$ cat src/rtl/sha_sched_pkg.sv
// Shared types and helpers for the SHA core-pool scheduler.
package sha_sched_pkg;

  typedef enum logic [1:0] {
    FREE  = 2'd0,
    START = 2'd1,
    BUSY  = 2'd2,
    HOLD  = 2'd3
  } coreState_t;

  // Index width that never collapses to zero for single-entry pools.
  function automatic int idxW(input int n);
    return (n > 1) ? $clog2(n) : 1;
  endfunction

endpackage

$ cat src/rtl/sha_pool_scheduler_if.sv
// Request, core-control and completion signals between requesters, core pool and scheduler.
interface sha_pool_scheduler_if
  import sha_sched_pkg::*;
#(
  parameter int NUM_REQ   = 4,
  parameter int NUM_CORES = 2,
  parameter int TAG_W     = 4
) ();

  localparam int REQ_W  = idxW(NUM_REQ);
  localparam int CORE_W = idxW(NUM_CORES);
  localparam int CNT_W  = idxW(NUM_CORES + 1);

  logic [NUM_REQ-1:0]                req_valid;
  logic [NUM_REQ-1:0][TAG_W-1:0]     req_tag;
  logic [NUM_REQ-1:0]                req_ready;
  logic [NUM_CORES-1:0]              core_start;
  logic [NUM_CORES-1:0][REQ_W-1:0]   core_owner;
  logic [NUM_CORES-1:0]              core_done;
  logic                              rsp_valid;
  logic                              rsp_ready;
  logic [REQ_W-1:0]                  rsp_req;
  logic [TAG_W-1:0]                  rsp_tag;
  logic [CORE_W-1:0]                 rsp_core;
  logic [CNT_W-1:0]                  busy_cnt;
  logic                              err;

  modport master (
    output req_valid, req_tag, core_done, rsp_ready,
    input  req_ready, core_start, core_owner, rsp_valid, rsp_req, rsp_tag, rsp_core,
           busy_cnt, err
  );

  modport slave (
    input  req_valid, req_tag, core_done, rsp_ready,
    output req_ready, core_start, core_owner, rsp_valid, rsp_req, rsp_tag, rsp_core,
           busy_cnt, err
  );

endinterface

$ cat src/rtl/sha_pool_scheduler_rr_arbiter.sv
// Round-robin requester arbiter; the search starts one past the last granted requester.
module rr_arbiter
  import sha_sched_pkg::*;
#(
  parameter int NUM_REQ = 4
) (
  input  logic                       clk,
  input  logic                       reset,
  input  logic [NUM_REQ-1:0]         i_req,
  input  logic                       i_enable,
  output logic [NUM_REQ-1:0]         o_grant,
  output logic [idxW(NUM_REQ)-1:0]   o_grantIdx,
  output logic                       o_grantValid
);

  localparam int IDX_W = idxW(NUM_REQ);

  logic [IDX_W-1:0] r_ptr;
  logic [IDX_W-1:0] w_idx;
  logic             w_found;

  always_comb begin
    int j;
    j       = 0;
    w_found = 1'b0;
    w_idx   = '0;
    for (int k = 0; k < NUM_REQ; k++) begin
      j = int'(r_ptr) + k;
      if (j >= NUM_REQ) j = j - NUM_REQ;
      if (!w_found && i_req[j]) begin
        w_found = 1'b1;
        w_idx   = IDX_W'(j);
      end
    end
    o_grantValid = w_found & i_enable;
    o_grantIdx   = w_idx;
    o_grant      = '0;
    if (o_grantValid) o_grant[w_idx] = 1'b1;
  end

  // Pointer only moves on an actual grant, so a stalled pool keeps fairness order.
  always_ff @(posedge clk) begin
    if (reset) begin
      r_ptr <= '0;
    end else if (o_grantValid) begin
      r_ptr <= (w_idx == IDX_W'(NUM_REQ - 1)) ? '0 : w_idx + IDX_W'(1);
    end
  end

endmodule

$ cat src/rtl/sha_pool_scheduler.sv
// Dispatches hash jobs from several requesters onto a shared pool of SHA cores
// and returns completions in core-index order.
module sha_pool_scheduler
  import sha_sched_pkg::*;
#(
  parameter int NUM_REQ   = 4,
  parameter int NUM_CORES = 2,
  parameter int TAG_W     = 4
) (
  input  logic                 clk,
  input  logic                 reset,
  sha_pool_scheduler_if.slave  bus
);

  localparam int REQ_W  = idxW(NUM_REQ);
  localparam int CORE_W = idxW(NUM_CORES);
  localparam int CNT_W  = idxW(NUM_CORES + 1);

  coreState_t          r_state     [NUM_CORES];
  coreState_t          w_nextState [NUM_CORES];
  logic [REQ_W-1:0]    r_owner     [NUM_CORES];
  logic [TAG_W-1:0]    r_tag       [NUM_CORES];
  logic                r_err;
  logic                r_rspHeld;
  logic [CORE_W-1:0]   r_rspSel;

  logic                w_freeAny;
  logic [CORE_W-1:0]   w_freeIdx;
  logic                w_holdAny;
  logic [CORE_W-1:0]   w_holdIdx;
  logic [CORE_W-1:0]   w_rspSel;
  logic                w_rspFire;
  logic                w_doneErr;
  logic [NUM_REQ-1:0]  w_grant;
  logic [REQ_W-1:0]    w_grantIdx;
  logic                w_grantValid;
  logic [CNT_W-1:0]    w_busyCnt;

  always_comb begin
    w_freeAny = 1'b0;
    w_freeIdx = '0;
    w_holdAny = 1'b0;
    w_holdIdx = '0;
    for (int c = NUM_CORES - 1; c >= 0; c--) begin
      if (r_state[c] == FREE) begin
        w_freeAny = 1'b1;
        w_freeIdx = CORE_W'(c);
      end
      if (r_state[c] == HOLD) begin
        w_holdAny = 1'b1;
        w_holdIdx = CORE_W'(c);
      end
    end
  end

  // A presented response stays locked even if a lower core reaches HOLD meanwhile.
  assign w_rspSel  = r_rspHeld ? r_rspSel : w_holdIdx;
  assign w_rspFire = w_holdAny & bus.rsp_ready;

  rr_arbiter #(.NUM_REQ(NUM_REQ)) u_arbiter (
    .clk          (clk),
    .reset        (reset),
    .i_req        (bus.req_valid),
    .i_enable     (w_freeAny),
    .o_grant      (w_grant),
    .o_grantIdx   (w_grantIdx),
    .o_grantValid (w_grantValid)
  );

  assign bus.req_ready = w_grant;

  always_comb begin
    w_doneErr = 1'b0;
    for (int c = 0; c < NUM_CORES; c++) begin
      w_nextState[c] = r_state[c];
      unique case (r_state[c])
        FREE:  if (w_grantValid && (w_freeIdx == CORE_W'(c))) w_nextState[c] = START;
        START: w_nextState[c] = BUSY;
        BUSY:  if (bus.core_done[c]) w_nextState[c] = HOLD;
        HOLD:  if (w_rspFire && (w_rspSel == CORE_W'(c))) w_nextState[c] = FREE;
        default: w_nextState[c] = FREE;
      endcase
      if (bus.core_done[c] && (r_state[c] != BUSY)) w_doneErr = 1'b1;
    end
  end

  always_ff @(posedge clk) begin
    if (reset) begin
      for (int c = 0; c < NUM_CORES; c++) begin
        r_state[c] <= FREE;
        r_owner[c] <= '0;
        r_tag[c]   <= '0;
      end
      r_err     <= 1'b0;
      r_rspHeld <= 1'b0;
      r_rspSel  <= '0;
    end else begin
      for (int c = 0; c < NUM_CORES; c++) begin
        r_state[c] <= w_nextState[c];
      end
      if (w_grantValid) begin
        r_owner[w_freeIdx] <= w_grantIdx;
        r_tag[w_freeIdx]   <= bus.req_tag[w_grantIdx];
      end
      if (w_doneErr) r_err <= 1'b1;
      if (w_holdAny && !bus.rsp_ready) begin
        r_rspHeld <= 1'b1;
        r_rspSel  <= w_rspSel;
      end else begin
        r_rspHeld <= 1'b0;
      end
    end
  end

  always_comb begin
    w_busyCnt = '0;
    for (int c = 0; c < NUM_CORES; c++) begin
      if (r_state[c] != FREE) w_busyCnt = w_busyCnt + CNT_W'(1);
    end
  end

  for (genvar g = 0; g < NUM_CORES; g++) begin : g_core
    assign bus.core_start[g] = (r_state[g] == START);
    assign bus.core_owner[g] = r_owner[g];
  end

  assign bus.rsp_valid = w_holdAny;
  assign bus.rsp_core  = w_holdAny ? w_rspSel : '0;
  assign bus.rsp_req   = w_holdAny ? r_owner[w_rspSel] : '0;
  assign bus.rsp_tag   = w_holdAny ? r_tag[w_rspSel] : '0;
  assign bus.busy_cnt  = w_busyCnt;
  assign bus.err       = r_err;

endmodule

$ cat src/flat_wrapper.sv
// flat-port wrapper written by rule: the top's interface ports become plain ports
module sha_pool_scheduler_flat import sha_sched_pkg::*;
#(
  parameter int NUM_REQ   = 4,
  parameter int NUM_CORES = 2,
  parameter int TAG_W     = 4
)
  (clk, reset, bus_req_valid, bus_req_tag, bus_core_done, bus_rsp_ready, bus_req_ready, bus_core_start, bus_core_owner, bus_rsp_valid, bus_rsp_req, bus_rsp_tag, bus_rsp_core, bus_busy_cnt, bus_err);
  sha_pool_scheduler_if #(.NUM_REQ(NUM_REQ), .NUM_CORES(NUM_CORES), .TAG_W(TAG_W)) bus_i ();
  input  logic clk;
  input  logic reset;
  input wire logic [$bits(bus_i.req_valid)-1:0] bus_req_valid;
  input wire logic [$bits(bus_i.req_tag)-1:0] bus_req_tag;
  input wire logic [$bits(bus_i.core_done)-1:0] bus_core_done;
  input wire logic [$bits(bus_i.rsp_ready)-1:0] bus_rsp_ready;
  output wire logic [$bits(bus_i.req_ready)-1:0] bus_req_ready;
  output wire logic [$bits(bus_i.core_start)-1:0] bus_core_start;
  output wire logic [$bits(bus_i.core_owner)-1:0] bus_core_owner;
  output wire logic [$bits(bus_i.rsp_valid)-1:0] bus_rsp_valid;
  output wire logic [$bits(bus_i.rsp_req)-1:0] bus_rsp_req;
  output wire logic [$bits(bus_i.rsp_tag)-1:0] bus_rsp_tag;
  output wire logic [$bits(bus_i.rsp_core)-1:0] bus_rsp_core;
  output wire logic [$bits(bus_i.busy_cnt)-1:0] bus_busy_cnt;
  output wire logic [$bits(bus_i.err)-1:0] bus_err;
  assign bus_i.req_valid = bus_req_valid;
  assign bus_i.req_tag = bus_req_tag;
  assign bus_i.core_done = bus_core_done;
  assign bus_i.rsp_ready = bus_rsp_ready;
  assign bus_req_ready = bus_i.req_ready;
  assign bus_core_start = bus_i.core_start;
  assign bus_core_owner = bus_i.core_owner;
  assign bus_rsp_valid = bus_i.rsp_valid;
  assign bus_rsp_req = bus_i.rsp_req;
  assign bus_rsp_tag = bus_i.rsp_tag;
  assign bus_rsp_core = bus_i.rsp_core;
  assign bus_busy_cnt = bus_i.busy_cnt;
  assign bus_err = bus_i.err;
  sha_pool_scheduler #(.NUM_REQ(NUM_REQ), .NUM_CORES(NUM_CORES), .TAG_W(TAG_W)) u_core (.clk(clk), .reset(reset), .bus(bus_i));
endmodule
$ cat config.mk
export PLATFORM = sky130hd
export DESIGN_NAME = sha_pool_scheduler_flat
export DESIGN_NICKNAME = d
export VERILOG_FILES = /design/src/rtl/sha_sched_pkg.sv /design/src/rtl/sha_pool_scheduler_if.sv /design/src/rtl/sha_pool_scheduler_rr_arbiter.sv /design/src/rtl/sha_pool_scheduler.sv /design/src/flat_wrapper.sv
export SDC_FILE = /design/constraint.sdc
export NUM_CORES = 1
export LEC_CHECK = 0
export CAP_MARGIN = 20
export CELL_PAD_IN_SITES_DETAIL_PLACEMENT = 0
export CELL_PAD_IN_SITES_GLOBAL_PLACEMENT = 1
export CORE_MARGIN = 3
export CORE_UTILIZATION = 30
export DETAILED_ROUTE_END_ITERATION = 16
export PLACE_DENSITY_LB_ADDON = 0.1
export SLEW_MARGIN = 20
export SYNTH_ARGS = -nofsm -noshare
export SYNTH_HDL_FRONTEND = slang
export SYNTH_SLANG_ARGS = --single-unit
$ cat constraint.sdc
create_clock -name clk -period 2.18 [get_ports clk]
set_clock_uncertainty 0.15 [all_clocks]
set_input_delay 0.327 -clock clk [delete_from_list [all_inputs] [get_ports clk]]
set_output_delay 0.327 -clock clk [all_outputs]
set_load 0.01 [all_outputs]
Yosys cells after proc, flatten, opt, wreduce, memory -nomap -nowiden
Memories as Yosys holds them, arrays and structs flattened.
Index checks and enable logic that the tools add are counted.
{ "word_totals": {"input_bits": 25, "mem_bits_rw": 16, "wordCells": 129, "mem_count": 3, "out_inout_bits": 21, "regBits": 5} }
{ "memory_table": {"columns": ["name", "words", "word_bits", "read_ports", "rd_clocked_by_memory_dff", "write_ports", "line", "source"], "rows": [
  ["u_core.r_tag", 2, 4, 1, 0, 2, "sha_pool_scheduler.sv:22", "logic [TAG_W-1:0] r_tag [NUM_CORES];"],
  ["u_core.r_owner", 2, 2, 3, 0, 2, "sha_pool_scheduler.sv:21", "logic [REQ_W-1:0] r_owner [NUM_CORES];"],
  ["u_core.r_state", 2, 2, 2, 0, 2, "sha_pool_scheduler.sv:19", "coreState_t r_state [NUM_CORES];"]
]} }
{ "op_classes": {"bitwise_logic": 6, "addsub": 9, "reduce_logical": 21, "magnitude_cmp": 10, "mux": 67, "eq_ne": 9} }
{ "op_table": {"columns": ["operator", "n"], "rows": [
  ["32-bit by 4-bit less-than comparator with 1-bit output (second input constant)", 4],
  ["32-bit 2-to-1 mux", 4],
  ["1-bit 2-to-1 mux", 35],
  ["2-bit 2-to-1 mux", 16],
  ["4-bit 2-to-1 mux", 4],
  ["2-bit one-hot mux with 4 select lines", 2],
  ["3-bit by 3-bit subtractor with 4-bit output (second input constant)", 3],
  ["1-bit logical AND", 11],
  ["2-bit == test (second input constant)", 5],
  ["3-bit >= comparator (second input constant)", 3],
  ["1-bit binary-select mux with 2-bit select", 4],
  ["4-bit binary-select mux with 2-bit select", 1],
  ["2-bit by 2-bit adder with 3-bit output (second input constant)", 2],
  ["2-bit by 1-bit == test with 1-bit output (second input constant)", 2],
  ["1-bit zero test", 4],
  ["2-bit zero test", 2],
  ["2-bit != test (second input constant)", 2],
  ["2-bit nonzero test", 2],
  ["4-bit OR reduction", 1],
  ["2-bit by 3-bit subtractor with 4-bit output (second input constant)", 1],
  ["2-bit by 1-bit adder with 3-bit output (second input constant)", 1],
  ["2-bit by 3-bit >= comparator with 1-bit output (second input constant)", 1],
  ["2-bit by 3-bit less-than comparator with 1-bit output (second input constant)", 1],
  ["1-bit by 1-bit adder with 2-bit output (second input constant)", 1],
  ["other kinds (7)", 10]
]} }

Longest topological paths before layout
Gate-level depths: netlist of run 1.
{ "depth": {"ltp_word": 21, "depth_mapped": 8, "mapped_depth_nobuf": 8} }

Hierarchy
Synthesis of run 1 repeated with hierarchy kept, for this count alone.
{ "hier_totals": {"hier_cells": 161, "hier_area_um2": 1586.5} }
{ "by_module_without_submodules": {"columns": ["module", "area_each_um2", "seq_area_each_um2", "cells_per_inst", "n_inst"], "rows": [
  ["sha_pool_scheduler", 1321.3, 500.5, 128, 1],
  ["rr_arbiter", 265.3, 40.0, 33, 1]
]} }

Worst setup path after synthesis of run 1
No wires, ideal clock.
{ "synth_timing": {"path_kind": "reg-to-reg", "start": "memory u_core.r_state[0][0] in the netlist's numbering", "end": "memory u_core.r_owner[0][0] in the netlist's numbering (enable)", "stages_incl_launch_ff": 7, "period_less_slack_ns": 2.204, "slack_ns": -0.024, "arrival_time_ns": 1.677, "setup_time_ns": 0.377, "n_path_buf": 0, "required_ns": 1.653, "path_cell_list": "dfxtp_1 -> inv_1 -> ha_1 -> inv_1 -> ha_1 -> or2_2 -> o21ai_0"} }
{ "synth_rtl": {"columns": ["item", "line"], "rows": [
  ["start: declaration", "sha_pool_scheduler.sv:19"],
  ["end: declaration", "sha_pool_scheduler.sv:21"]
]} }

==> results of run 1 <==
==> cell usage in the layout (no fill, tap or decap), types with 3 or more instances in the layout <==
cell type	n
buf_4	30
clkdlybuf4s50_1	27
inv_1	12
edfxtp_1	12
nor2_1	9
nand2_1	8
a21oi_1	7
dlygate4sd2_1	7
and2_4	6
ha_1	6
buf_6	6
dfxtp_1	6
o22ai_2	5
o21ai_0	5
and2_1	5
ha_4	5
mux2i_1	4
mux4_2	4
nor3_1	4
clkbuf_2	4
nor2b_1	3
ha_2	3
clkbuf_8	3
buf_2	3
==> layer usage <==
metal / vias up / share of wire, %
met5: - / 0
met4: 0 / 1.9
met3: 9 / 4.7
met2: 32 / 50
met1: 626 / 44
li1: 663 / -
==> critical path, delay by kind of cell <==
kind            cells  cell delay, ps
simple gates        2             360
mux                 2             680
compound gates      1             220
buf+inv             2             480
==> layout make-up <==
| cell class | instances | area share [%] |
|---|---|---|
| clock inverters | 1 | 0.213 |
| clock buffers | 3 | 1.76 |
| flip-flops and latches | 21 | 23.3 |
| well taps | 52 | 2.77 |
| inverters | 15 | 2.51 |
| multi-input cells | 102 | 41.3 |
| repair buffers | 77 | 28.1 |
==> worst max-delay path by stage <==
stage                                          from                   end  slack [ps]  cells past startpoint
after floorplan                u_core.r_state[0][0]  u_core.r_owner[0][0]         150                      6
after global placement             bus_req_valid[0]      bus_req_ready[1]        -510                      8
after detailed placement           bus_req_valid[0]      bus_req_ready[1]        -630                      8
after CTS                 u_core.u_arbiter.r_ptr[1]      bus_req_ready[1]          -2                      7
after global routing               bus_req_valid[2]    u_core.r_tag[1][3]         -90                      7
final                              bus_req_valid[2]    u_core.r_tag[1][3]         -30                      7
==> power groups by stage <==
| stage | Clock [mW] | Sequential (mW) | Combinational, mW |
|---|---|---|---|
| floorplan | 0 | 0.687 | 0.801 |
| global placement | 0 | 0.678 | 1.55 |
| detailed placement | 0 | 0.682 | 1.58 |
| CTS | 0.268 | 0.689 | 1.63 |
| global route | 0.284 | 0.711 | 2.02 |
| finish | 0.260 | 0.695 | 1.84 |
==> logic make-up (layout without fill, tap and decap cells) <==
| logic type | after synthesis | count (layout) | share of synthesized area [%] |
|---|---|---|---|
| mux | 9 | 9 | 10.2 |
| flops | 21 | 21 | 39.2 |
| simple gates | 45 | 45 | 16.4 |
| buf+inv | 18 | 96 | 5.44 |
| compound gates | 34 | 34 | 16.0 |
| fa+ha+maj | 14 | 14 | 12.7 |
==> flip-flops by register name, indices dropped and copies added (netlist names) <==
register                cells
u_core.r_rspHeld            1
u_core.r_tag                8
u_core.r_rspSel             1
u_core.bus.err              1
u_core.r_owner              4
u_core.u_arbiter.r_ptr      2
u_core.r_state              4
==> what timing repair did <==
item                       CTS  global route
hold buffers                 0             0
pin swaps                    5             9
resized for setup           68            37
setup buffers                3             2
setup endpoints to repair   30            29
==> per-stage QoR <==
| step | utilization [%] | TNS (ps) | power [mW] | worst slack (ps) |
|---|---|---|---|---|
| floorplan | - | 0 | 1.49 | 154 |
| global placement | 47.4 | -10080 | 2.23 | -513 |
| detailed placement | 47.4 | -12080 | 2.26 | -634 |
| CTS | 50.2 | -1.81 | 2.58 | -1.81 |
| global route | 53.5 | -1040 | 3.01 | -93.3 |
| finish | 53.5 | -72.8 | 2.80 | -30.4 |
==> run_results.csv, run 1 <==
group,metric,value,unit
detailed_routing,drtAntennaViolNets,0,
run_status,outcome,"finished with violations",
detailed_routing,wl_per_cell,14.5,µm
global_route,grt_first_pass_wirelength,6.38,mm
critical_path,reg2reg_depth,6,
power_and_ir_drop,p_int,1.74,mW
global_route,grt_start_max_net_pins,13,
logic_synthesis,synthTopCellsByArea,"edfxtp_1 (26%), dfxtp_1 (13%), ha_1 (13%)",
clock_tree,cts_tree,"yes",
global_route,grt_pass1_vias,1384,
clock_tree,clockBufferDepth,2,
logic_synthesis,syn_nets,180,
floorplan,start_util,31.5,%
timing,hold_viol,0,
global_route,met2_usage,25.0,%
logic_synthesis,synthTopCellsByCount,"inv_1 (15), ha_1 (14), edfxtp_1 (12)",
cells_and_area,finalNetCount,259,
floorplan,fp-row-count,24,
cells_and_area,area_delta_synth_final,70.0,%
power_and_ir_drop,irDropWorstVdd,494,µV
critical_path,cp_max_fo,5,
clock_tree,htree_levels,1,
global_route,grt.overflow.total,0,
cells_and_area,multi_input_area,970,µm²
logic_synthesis,synthFlopType,"edfxtp_1",
logic_synthesis,ys_ff_latch,21,
clock_tree,cts_root_buf,"clkbuf_8",
hold_path,hold_path_class,"reg -> reg",
timing,fin_ws,-30.4,ps
logic_synthesis,synth.most_common_cell,"inv_1",
power_and_ir_drop,combPwrFrac,65.9,%
critical_path,setup.worst_path.start_class,"input pin",
power_and_ir_drop,power_density,1190,nW/µm²
critical_path,cp_data_required_time,2040,ps
global_route,antenna_found_initial,0,
logic_synthesis,synth_area,1380,µm²
floorplan,ioPinCount,46,
timing,slew_violations,0,
timing,holdWs,343,ps
critical_path,crit_arrival,2070,ps
critical_path,worstReg2RegStart,"u_core.u_arbiter.r_ptr[1]",
place,placed_cell_area,2080,µm²
power_and_ir_drop,seq_power_share,24.8,%
power_and_ir_drop,p_sw,1.06,mW
critical_path,path_class,"in -> reg",
logic_synthesis,ys_async_sr_fraction,0,%
run_status,violations,"negative setup slack",
timing,rsz0062_at_grt,"true",
global_route,track_usage,14.9,%
power_and_ir_drop,p_sw_share,37.8,%
critical_path,slowest_stage,"mux4_2",
cells_and_area,n_fill_cell,419,
floorplan,core_area,4380,µm²
detailed_routing,drcViolationCount,0,
detailed_routing,vias_per_cell,4.91,
place,placed_cells,262,
place,gp_congestion,0.766,
global_route,use_met3,2.74,%
detailed_routing,vias,1330,
floorplan,die_area,5450,µm²
logic_synthesis,synthCells,141,
detailed_routing,dr.pass1.iters,6,
cells_and_area,instances_no_fill,271,
cells_and_area,drive_gt1_share,42.9,%
floorplan,die_y,73.8,µm
detailed_routing,routed_wl,3.94,mm
critical_path,path_cells,"dlygate4sd2_1, mux2i_1, o22ai_2, or2_4, buf_6, mux4_2, nor2b_4",
hold_path,hold_path.startpoint,"u_core.bus.err",
global_route,grt_use_met1,18.0,%
critical_path,setup.worst_path.end_class,"flip-flop",
hold_path,whs_endpoint,"u_core.bus.err",
flow_run,cap_violations,0,
power_and_ir_drop,clock_power_share,9.3,%
logic_synthesis,syn_area_per_cell,9.79,µm²
place,portBuffers,45,
timing,finalCritPeriodShare,101,%
global_route,top_usage_layer,"met2",
timing,max_freq,452,MHz
clock_tree,clkTransAtPathRegs,80,ps
detailed_routing,drt_iter0_drc,34,
logic_synthesis,yosys.area.top_type,"edfxtp_1",
power_and_ir_drop,p_leak,1.00,nW
cells_and_area,design_area,2350,µm²
logic_synthesis,yosys_warnings,0,
clock_tree,cts_sinks,21,
clock_tree,cts_buffers,3,
timing,min_period,2210,ps
timing,worst_pin_slew,439,ps
logic_synthesis,synth-seq-area-share,39.2,%
logic_synthesis,synth_edf_count,12,
critical_path,reg2reg_to,"u_core.r_tag[1][3]",
critical_path,cpPeakStageDelay,540,ps
logic_synthesis,synthDistinctLibCells,32,
cells_and_area,diodes,0,
hold_path,worstHoldPathCells,2,
logic_synthesis,synth_top_cell_area_share,26.1,%
cells_and_area,register_area,547,µm²
timing,finalSetupViolations,7,
place,hpwl,2.98,mm
floorplan,dieWidth,73.8,µm
clock_tree,clkLatencyLatePin,260,ps
timing,max_slew_margin,70.5,%
critical_path,rrSetupSlack,0,ps
Note: power is estimated with default switching activity, not from simulation.
==> run 2, diff against run 1 <==
--- a/config.mk
+++ b/config.mk
@@ -5,6 +5,7 @@
 export SDC_FILE = /design/constraint.sdc
 export NUM_CORES = 1
 export LEC_CHECK = 0
+export ABC_CLOCK_PERIOD_IN_PS = 2180
 export CAP_MARGIN = 20
 export CELL_PAD_IN_SITES_DETAIL_PLACEMENT = 0
 export CELL_PAD_IN_SITES_GLOBAL_PLACEMENT = 1
==> results of run 2 <==
No change in the layout: final DEF, timing and power equal those of run 1.
